<file path="src/rtl/prog_loader.sv">
// prog_loader: receives a program image over a byte stream and writes it into
// the 12-bit instruction memory. The CPU is held in reset while loading and
// after a failed load.
// Stream: HDR_HI, HDR_LO (11-bit word count), then W_HI/W_LO per word.
// Optional feature macro: LOADER_CHECKSUM_EN. When defined, an 8-bit checksum
// byte follows the payload. The load succeeds only if the payload bytes plus
// the checksum byte sum to zero (mod 256).
module prog_loader (
  input  logic        clk,
  input  logic        reset,
  input  logic        start,
  input  logic        in_valid,
  input  logic [7:0]  in_data,
  output logic        in_ready,
  output logic        mem_we,
  output logic [10:0] mem_addr,
  output logic [11:0] mem_wdata,
  output logic        cpu_hold,
  output logic        busy,
  output logic        done,
  output logic        error
);

  typedef enum logic [3:0] {
    S_IDLE,
    S_HDR_HI,
    S_HDR_LO,
    S_W_HI,
    S_W_LO,
    S_WRITE,
    S_CHK,
    S_DONE,
    S_ERR
  } state_t;

  // Largest program that fits the address space of the loaded CPU.
  localparam logic [10:0] MAX_WORDS = 11'd1024;

  state_t      state_reg, state_next;
  logic [10:0] addr_reg, addr_next;
  logic [10:0] count_reg, count_next;
  logic [3:0]  whi_reg, whi_next;
  logic [10:0] mem_addr_reg, mem_addr_next;
  logic [11:0] mem_wdata_reg, mem_wdata_next;

  logic        xfer;
  logic [10:0] hdr_count;
  logic [10:0] addr_inc;

`ifdef LOADER_CHECKSUM_EN
  logic [7:0]  csum_reg, csum_next;
  logic [7:0]  csum_sum;
  assign csum_sum = csum_reg + in_data;
`endif

  // The loader takes a byte only in states that expect one.
  assign in_ready = (state_reg == S_HDR_HI) || (state_reg == S_HDR_LO) ||
                    (state_reg == S_W_HI)   || (state_reg == S_W_LO)   ||
                    (state_reg == S_CHK);
  assign xfer      = in_valid && in_ready;
  assign hdr_count = {count_reg[10:8], in_data};
  assign addr_inc  = addr_reg + 11'd1;

  // Status outputs depend only on the state. Write address and data are
  // registered, so they keep their values between writes.
  assign mem_we    = (state_reg == S_WRITE);
  assign mem_addr  = mem_addr_reg;
  assign mem_wdata = mem_wdata_reg;
  assign busy      = !((state_reg == S_IDLE) || (state_reg == S_DONE) ||
                       (state_reg == S_ERR));
  assign cpu_hold  = !((state_reg == S_IDLE) || (state_reg == S_DONE));
  assign done      = (state_reg == S_DONE);
  assign error     = (state_reg == S_ERR);

  // State and datapath registers. Reset aborts any session in progress.
  always_ff @(posedge clk) begin
    if (reset) begin
      state_reg     <= S_IDLE;
      addr_reg      <= '0;
      count_reg     <= '0;
      whi_reg       <= '0;
      mem_addr_reg  <= '0;
      mem_wdata_reg <= '0;
`ifdef LOADER_CHECKSUM_EN
      csum_reg      <= '0;
`endif
    end else begin
      state_reg     <= state_next;
      addr_reg      <= addr_next;
      count_reg     <= count_next;
      whi_reg       <= whi_next;
      mem_addr_reg  <= mem_addr_next;
      mem_wdata_reg <= mem_wdata_next;
`ifdef LOADER_CHECKSUM_EN
      csum_reg      <= csum_next;
`endif
    end
  end

  // Next-state logic. Every stream state waits for a transfer before it
  // advances.
  always_comb begin
    state_next     = state_reg;
    addr_next      = addr_reg;
    count_next     = count_reg;
    whi_next       = whi_reg;
    mem_addr_next  = mem_addr_reg;
    mem_wdata_next = mem_wdata_reg;
`ifdef LOADER_CHECKSUM_EN
    csum_next      = csum_reg;
`endif

    case (state_reg)
      S_IDLE, S_DONE, S_ERR: begin
        if (start) begin
          state_next = S_HDR_HI;
          addr_next  = '0;
          count_next = '0;
`ifdef LOADER_CHECKSUM_EN
          csum_next  = '0;
`endif
        end
      end

      S_HDR_HI: begin
        if (xfer) begin
          if (in_data[7:3] != 5'd0) begin
            state_next = S_ERR;
          end else begin
            count_next = {in_data[2:0], 8'h00};
            state_next = S_HDR_LO;
          end
        end
      end

      S_HDR_LO: begin
        if (xfer) begin
          count_next = hdr_count;
          if (hdr_count == 11'd0) begin
            state_next = S_DONE;
          end else if (hdr_count > MAX_WORDS) begin
            state_next = S_ERR;
          end else begin
            state_next = S_W_HI;
          end
        end
      end

      S_W_HI: begin
        if (xfer) begin
          if (in_data[7:4] != 4'd0) begin
            state_next = S_ERR;
          end else begin
            whi_next   = in_data[3:0];
`ifdef LOADER_CHECKSUM_EN
            csum_next  = csum_sum;
`endif
            state_next = S_W_LO;
          end
        end
      end

      S_W_LO: begin
        if (xfer) begin
          // Latch address and word now so they are stable during WRITE.
          mem_addr_next  = addr_reg;
          mem_wdata_next = {whi_reg, in_data};
`ifdef LOADER_CHECKSUM_EN
          csum_next      = csum_sum;
`endif
          state_next     = S_WRITE;
        end
      end

      S_WRITE: begin
        addr_next = addr_inc;
        if (addr_inc == count_reg) begin
`ifdef LOADER_CHECKSUM_EN
          state_next = S_CHK;
`else
          state_next = S_DONE;
`endif
        end else begin
          state_next = S_W_HI;
        end
      end

      S_CHK: begin
`ifdef LOADER_CHECKSUM_EN
        if (xfer) begin
          csum_next  = csum_sum;
          state_next = (csum_sum == 8'd0) ? S_DONE : S_ERR;
        end
`else
        // Unreachable without the checksum feature.
        state_next = S_IDLE;
`endif
      end

      default: state_next = S_IDLE;
    endcase
  end

endmodule
</file>
<file path="config.mk">
export PLATFORM = sky130hd
export DESIGN_NAME = prog_loader
export DESIGN_NICKNAME = d
export VERILOG_FILES = /design/src/rtl/prog_loader.sv
export SDC_FILE = /design/constraint.sdc
export NUM_CORES = 1
export LEC_CHECK = 0
export CAP_MARGIN = 20
export CORE_AREA = 10 10 87 89
export DETAILED_ROUTE_END_ITERATION = 6
export DIE_AREA = 0 0 97 99
export HOLD_SLACK_MARGIN = 0.12
export PLACE_DENSITY = 0.72
export SLEW_MARGIN = 20
export SYNTH_ARGS = -nofsm -noshare
export SYNTH_HDL_FRONTEND = slang
export SYNTH_SLANG_ARGS = --single-unit
</file>
<file path="constraint.sdc">
create_clock -name clk -period 2.3 [get_ports clk]
set_clock_uncertainty 0.15 [all_clocks]
set_input_delay 0.69 -clock clk [delete_from_list [all_inputs] [get_ports clk]]
set_output_delay 0.69 -clock clk [all_outputs]
set_load 0.005 [all_outputs]
</file>
Word-level counts from Yosys, hierarchy flattened. Cells that the tools add are included.

Register bits after elaboration: 53. Logic and storage cells: 66.

Add/sub/neg operators: 1. $lt $le $gt $ge: 1. Eq/ne operators: 15. Muxes and demuxes: 17. Bitwise gates (word level): 2. Reduce and logical (&&, ||, !) cells: 23.

Operators with widths (count): 4-bit 2-to-1 mux (9); 11-bit 2-to-1 mux (3); 11-bit one-hot mux with 3 select lines (1); 4-bit one-hot mux with 6 select lines (1); 11-bit one-hot mux with 2 select lines (1); 4-bit by 3-bit equality test with 1-bit output (second input constant) (4); 5-bit AND reduction (3); 2-bit inequality test (second input constant) (6); 11-bit by 1-bit adder with 11-bit output (second input constant) (1); 11-bit equality test (1); 11-bit greater-than comparator (second input constant) (1); 11-bit logical NOT (1); 4-bit by 2-bit equality test with 1-bit output (second input constant) (2); 8-bit 2-to-1 mux (1); 1-bit logical OR (6); 5-bit nonzero test (1); 4-bit by 1-bit equality test with 1-bit output (second input constant) (1); 4-bit equality test (second input constant) (1); 4-bit logical NOT (1); 2-bit AND reduction (2); 2-bit nonzero test (2); 4-bit nonzero test (1); 3-bit 2-to-1 mux (1); 3-bit AND reduction (1); 5 further kinds (7).

Logic depth before layout (Yosys ltp).
Depth in word-level cells: 8. Gate-level depth with buffers: 8. Mapped depth without buffers: 6.

Worst setup path before layout. Ideal clock, no wire load.

Path type: input -> register. Start point: input in_data[4]. End point: register state_reg[2]. Library setup time: 0.066 ns. Arrival: 2.187 ns. Path slack: -0.103 ns. Stages on the path: 5. Cells stage by stage: or4_4 or4_4 o32ai_2 o311ai_1 a21oi_2.

Longest elaborated chain between the ends: 4. Elaborated cells between the ends (all ways): 7.

RTL lines: start, declared (RTL line 13) `input logic [7:0] in_data,`; 11-bit logical NOT / 4-bit nonzero test (equally long branches) (RTL line 139, 151); 4-bit 2-to-1 mux (on tied branches) (RTL line 139, 151); 4-bit 2-to-1 mux (on tied branches) (RTL line 137, 150); 4-bit one-hot mux with 6 select lines * (RTL line 113) `case (state_reg)`; end signal, assigned (RTL line 88) `state_reg <= state_next;`; end, declared (RTL line 39) `state_t state_reg, state_next;`.

Every way passes the cells marked *; elsewhere a longest branch is shown, timed or not. The select of a mux whose other input is x is not followed. A chain may end at the register's enable or synchronous reset.

Final worst setup path.
Start point: input in_data[1]. End point: register state_reg[2].

Longest elaborated chain between the ends: 4.

RTL lines: 11-bit logical NOT (RTL line 139) `if (hdr_count == 11'd0) begin`; 4-bit 2-to-1 mux (RTL line 139); 4-bit 2-to-1 mux (RTL line 137) `if (xfer) begin`; 4-bit one-hot mux with 6 select lines (RTL line 113).

Every way passes these cells. The select of a mux whose other input is x is not followed.

==> results.toml <==
[synthesis]
synth_flop_cell = "dfxtp_1"
ys_ff_latch = 53
synth_adder_area_share_pct = 0.449
synth_top_family_by_area = "simple AND/OR/NAND/NOR gates"
ys_warn_count = 0
synth_xor_area_share_pct = 4.31
netlist_area_um2 = 2790
yosysTopAreaCellShare_pct = 38.0
synthSimpleGateAreaFrac_pct = 24.3
synthDistinctLibCells = 59
syn_nets = 347
synth_compound_area_share_pct = 19.3
avgSynthCellArea_um2 = 8.35
yosys-top-cells-area = "dfxtp_1, mux2i_1, nor2_1"
ys_top_cells_by_count = "dfxtp_1, nor2_1, a21oi_1"
postSynthCellCount = 334
synth_most_common_cell = "dfxtp_1"
synth_edf_count = 0
synth_mux_area_share_pct = 8.61
synth_async_sr_flop_share_pct = 0
yosysSeqAreaShare_pct = 38.0
yosysTopAreaCell = "dfxtp_1"

[final_layout]
finalInstanceArea_um2 = 3820
nFillCells = 475
final_cells = 487
n_antenna_cell = 0
layout-drive-gt1-share_pct = 24.0
layout.nets = 424
largest_reg_flops = 12
area_growth_pct = 37.1
final_core_util_pct = 65.3

[power_and_ir_drop]
vdd_drop_max_mv = 0.319
power.density_nw_per_um2 = 518
leakagePower_nw = 1.65
total_power_mw = 1.98

[clock_tree]
root_buffer = "clkbuf_8"
hold_buffers = 0
cts_inserted_buffers = 5
cts_tree = "done"
clock_sinks = 53
htreeDepth = 2
clk-insertion-delay-late_ps = 310
cts.clk_slew.worst_paths_ps = 100
clockBufferDepth = 2

[timing]
finalSetupTns_ps = 0
max_slew_margin_pct = 73.3
tightest_slew_ps = 400
hold_violations = 0
rsz0062_at_grt = "true"
finalMaxSlewViolations = 0
whs_ps = 347
setup_slack_ps = 15.3
fin_crit_sh_pct = 99.3
fmax_mhz = 438
fin_crit_ps = 2280
setup_viol = 0

[routing]
routed_wl_mm = 7.88
drtPass1Iterations = 4
ant_nets = 0
wl_per_cell_um = 16.2
route.vias.total = 2777
drt_iter0_drc = 151
drc = 0
via_per_inst = 5.70

[critical_path]
cp-start-kind = "primary input"
worstPathArrival_ps = 2380
crit_type = "in -> reg"
worstReg2RegStart = "state_reg[2]"
reg2reg_slack_ps = 60
reg2reg_depth = 7
reg2reg_to = "count_reg[9]"
crit_fanout = 2
required_ps = 2400
end_kind = "register"

[global_route]
track_usage_pct = 15.7
grt_max_degree = 50
grt-ovfl-total = 0
grt_pass1_wl_mm = 13.1
first_global_vias = 2616
antenna_found_initial = 0

[floorplanning]
fp.dieH_um = 99
ios = 41
coreArea_um2 = 5850
fp.dieW_um = 97
initial_core_util_pct = 47.7
dieArea_um2 = 9600
rows = 28

[placement]
dp_slack_ps = -606
port_buffers = 40
gp_congestion = 0.895
dp_hpwl_mm = 5.61
dpl_cell_area_um2 = 3560
dp_cells = 472

[min_path]
hold_path.class = "reg -> reg"
min_to = "count_reg[3]"
hold_depth = 2
min_from = "count_reg[3]"

[status]
outcome = "completed"

[run]
maxCapViolCount = 0
-- cell families (layout without fill, tap and decap cells) --
family                   count (synthesis)  in the layout
AO/OA/AOI/OAI                           86             86
XOR/XNOR                                12             12
adder cells (fa/ha/maj)                  1              1
buffers and inverters                   35            113
flip-flops                              53             53
multiplexers                            24             24
AND/OR/NAND/NOR                        123            123
-- critical path, stage by stage --
cell	delay [ps]
clkdlybuf4s15_1	200
or4_4	540
or4_4	450
o32ai_4	260
o311ai_2	120
a21oi_2	120
-- repair_timing --
action	4_1_cts	5_1_grt
pin swaps	7	13
setup endpoints to repair	21	16
gates resized for setup	51	14
hold endpoints to repair	0	0
setup buffers	6	1
-- placed cells by master, fill, tap and decap left out, types with 3 or more instances in the layout --
master,instances
nand2_1,8
nor2_1,47
nand3_1,10
clkdlybuf4s50_1,27
nand4_1,6
or3_1,5
o21ai_0,21
inv_1,10
buf_2,5
or4_4,3
nor3b_1,3
dlygate4sd2_1,3
nor3_1,5
clkbuf_8,5
nand4b_1,9
a31oi_1,5
xor2_1,7
nor4_1,3
xnor2_1,4
buf_6,4
mux2i_1,24
buf_4,48
dfxtp_1,49
a21oi_2,4
nor2b_1,5
a21oi_1,26
-- where the power goes --
| group | total (mW) | switching, mW | internal (mW) |
|---|---|---|---|
| Combinational | 0.469 | 0.241 | 0.228 |
| Sequential | 0.950 | 0.0212 | 0.929 |
| Clock | 0.562 | 0.341 | 0.221 |
| Total | 1.98 | 0.604 | 1.38 |
-- cell type report --
class | count | area (um2) | area share (%)
Tap cell | 75 | 93.8 | 2.45
Inverter | 12 | 45.0 | 1.18
Clock inverter | 3 | 25.0 | 0.655
Multi-Input combinational cell | 246 | 1720 | 45.0
Timing Repair Buffer | 93 | 797 | 20.9
Clock buffer | 5 | 68.8 | 1.80
Sequential cell | 53 | 1070 | 28.0
-- how the worst max path moves through the flow --
stage                   end         start  depth (start not counted)  slack, ps
2_1_floorplan  state_reg[2]    in_data[4]                          5        -80
3_3_place_gp   state_reg[2]    in_data[4]                          6       -570
3_5_place_dp   state_reg[2]    in_data[4]                          6       -610
4_1_cts            cpu_hold  state_reg[2]                          3        -10
5_1_grt        count_reg[9]  state_reg[2]                          7        -10
6_report       state_reg[2]    in_data[1]                          6         20
-- layer usage --
layer	part of all wire [%]	vias to the layer above	global-route usage [%]
met1	43	1282	19.2
met5	0	-	0
li1	-	1380	-
met2	49	99	26.3
met3	5.4	16	3.28
met4	2.1	0	5.79
Power figures use the tool's default switching activity.
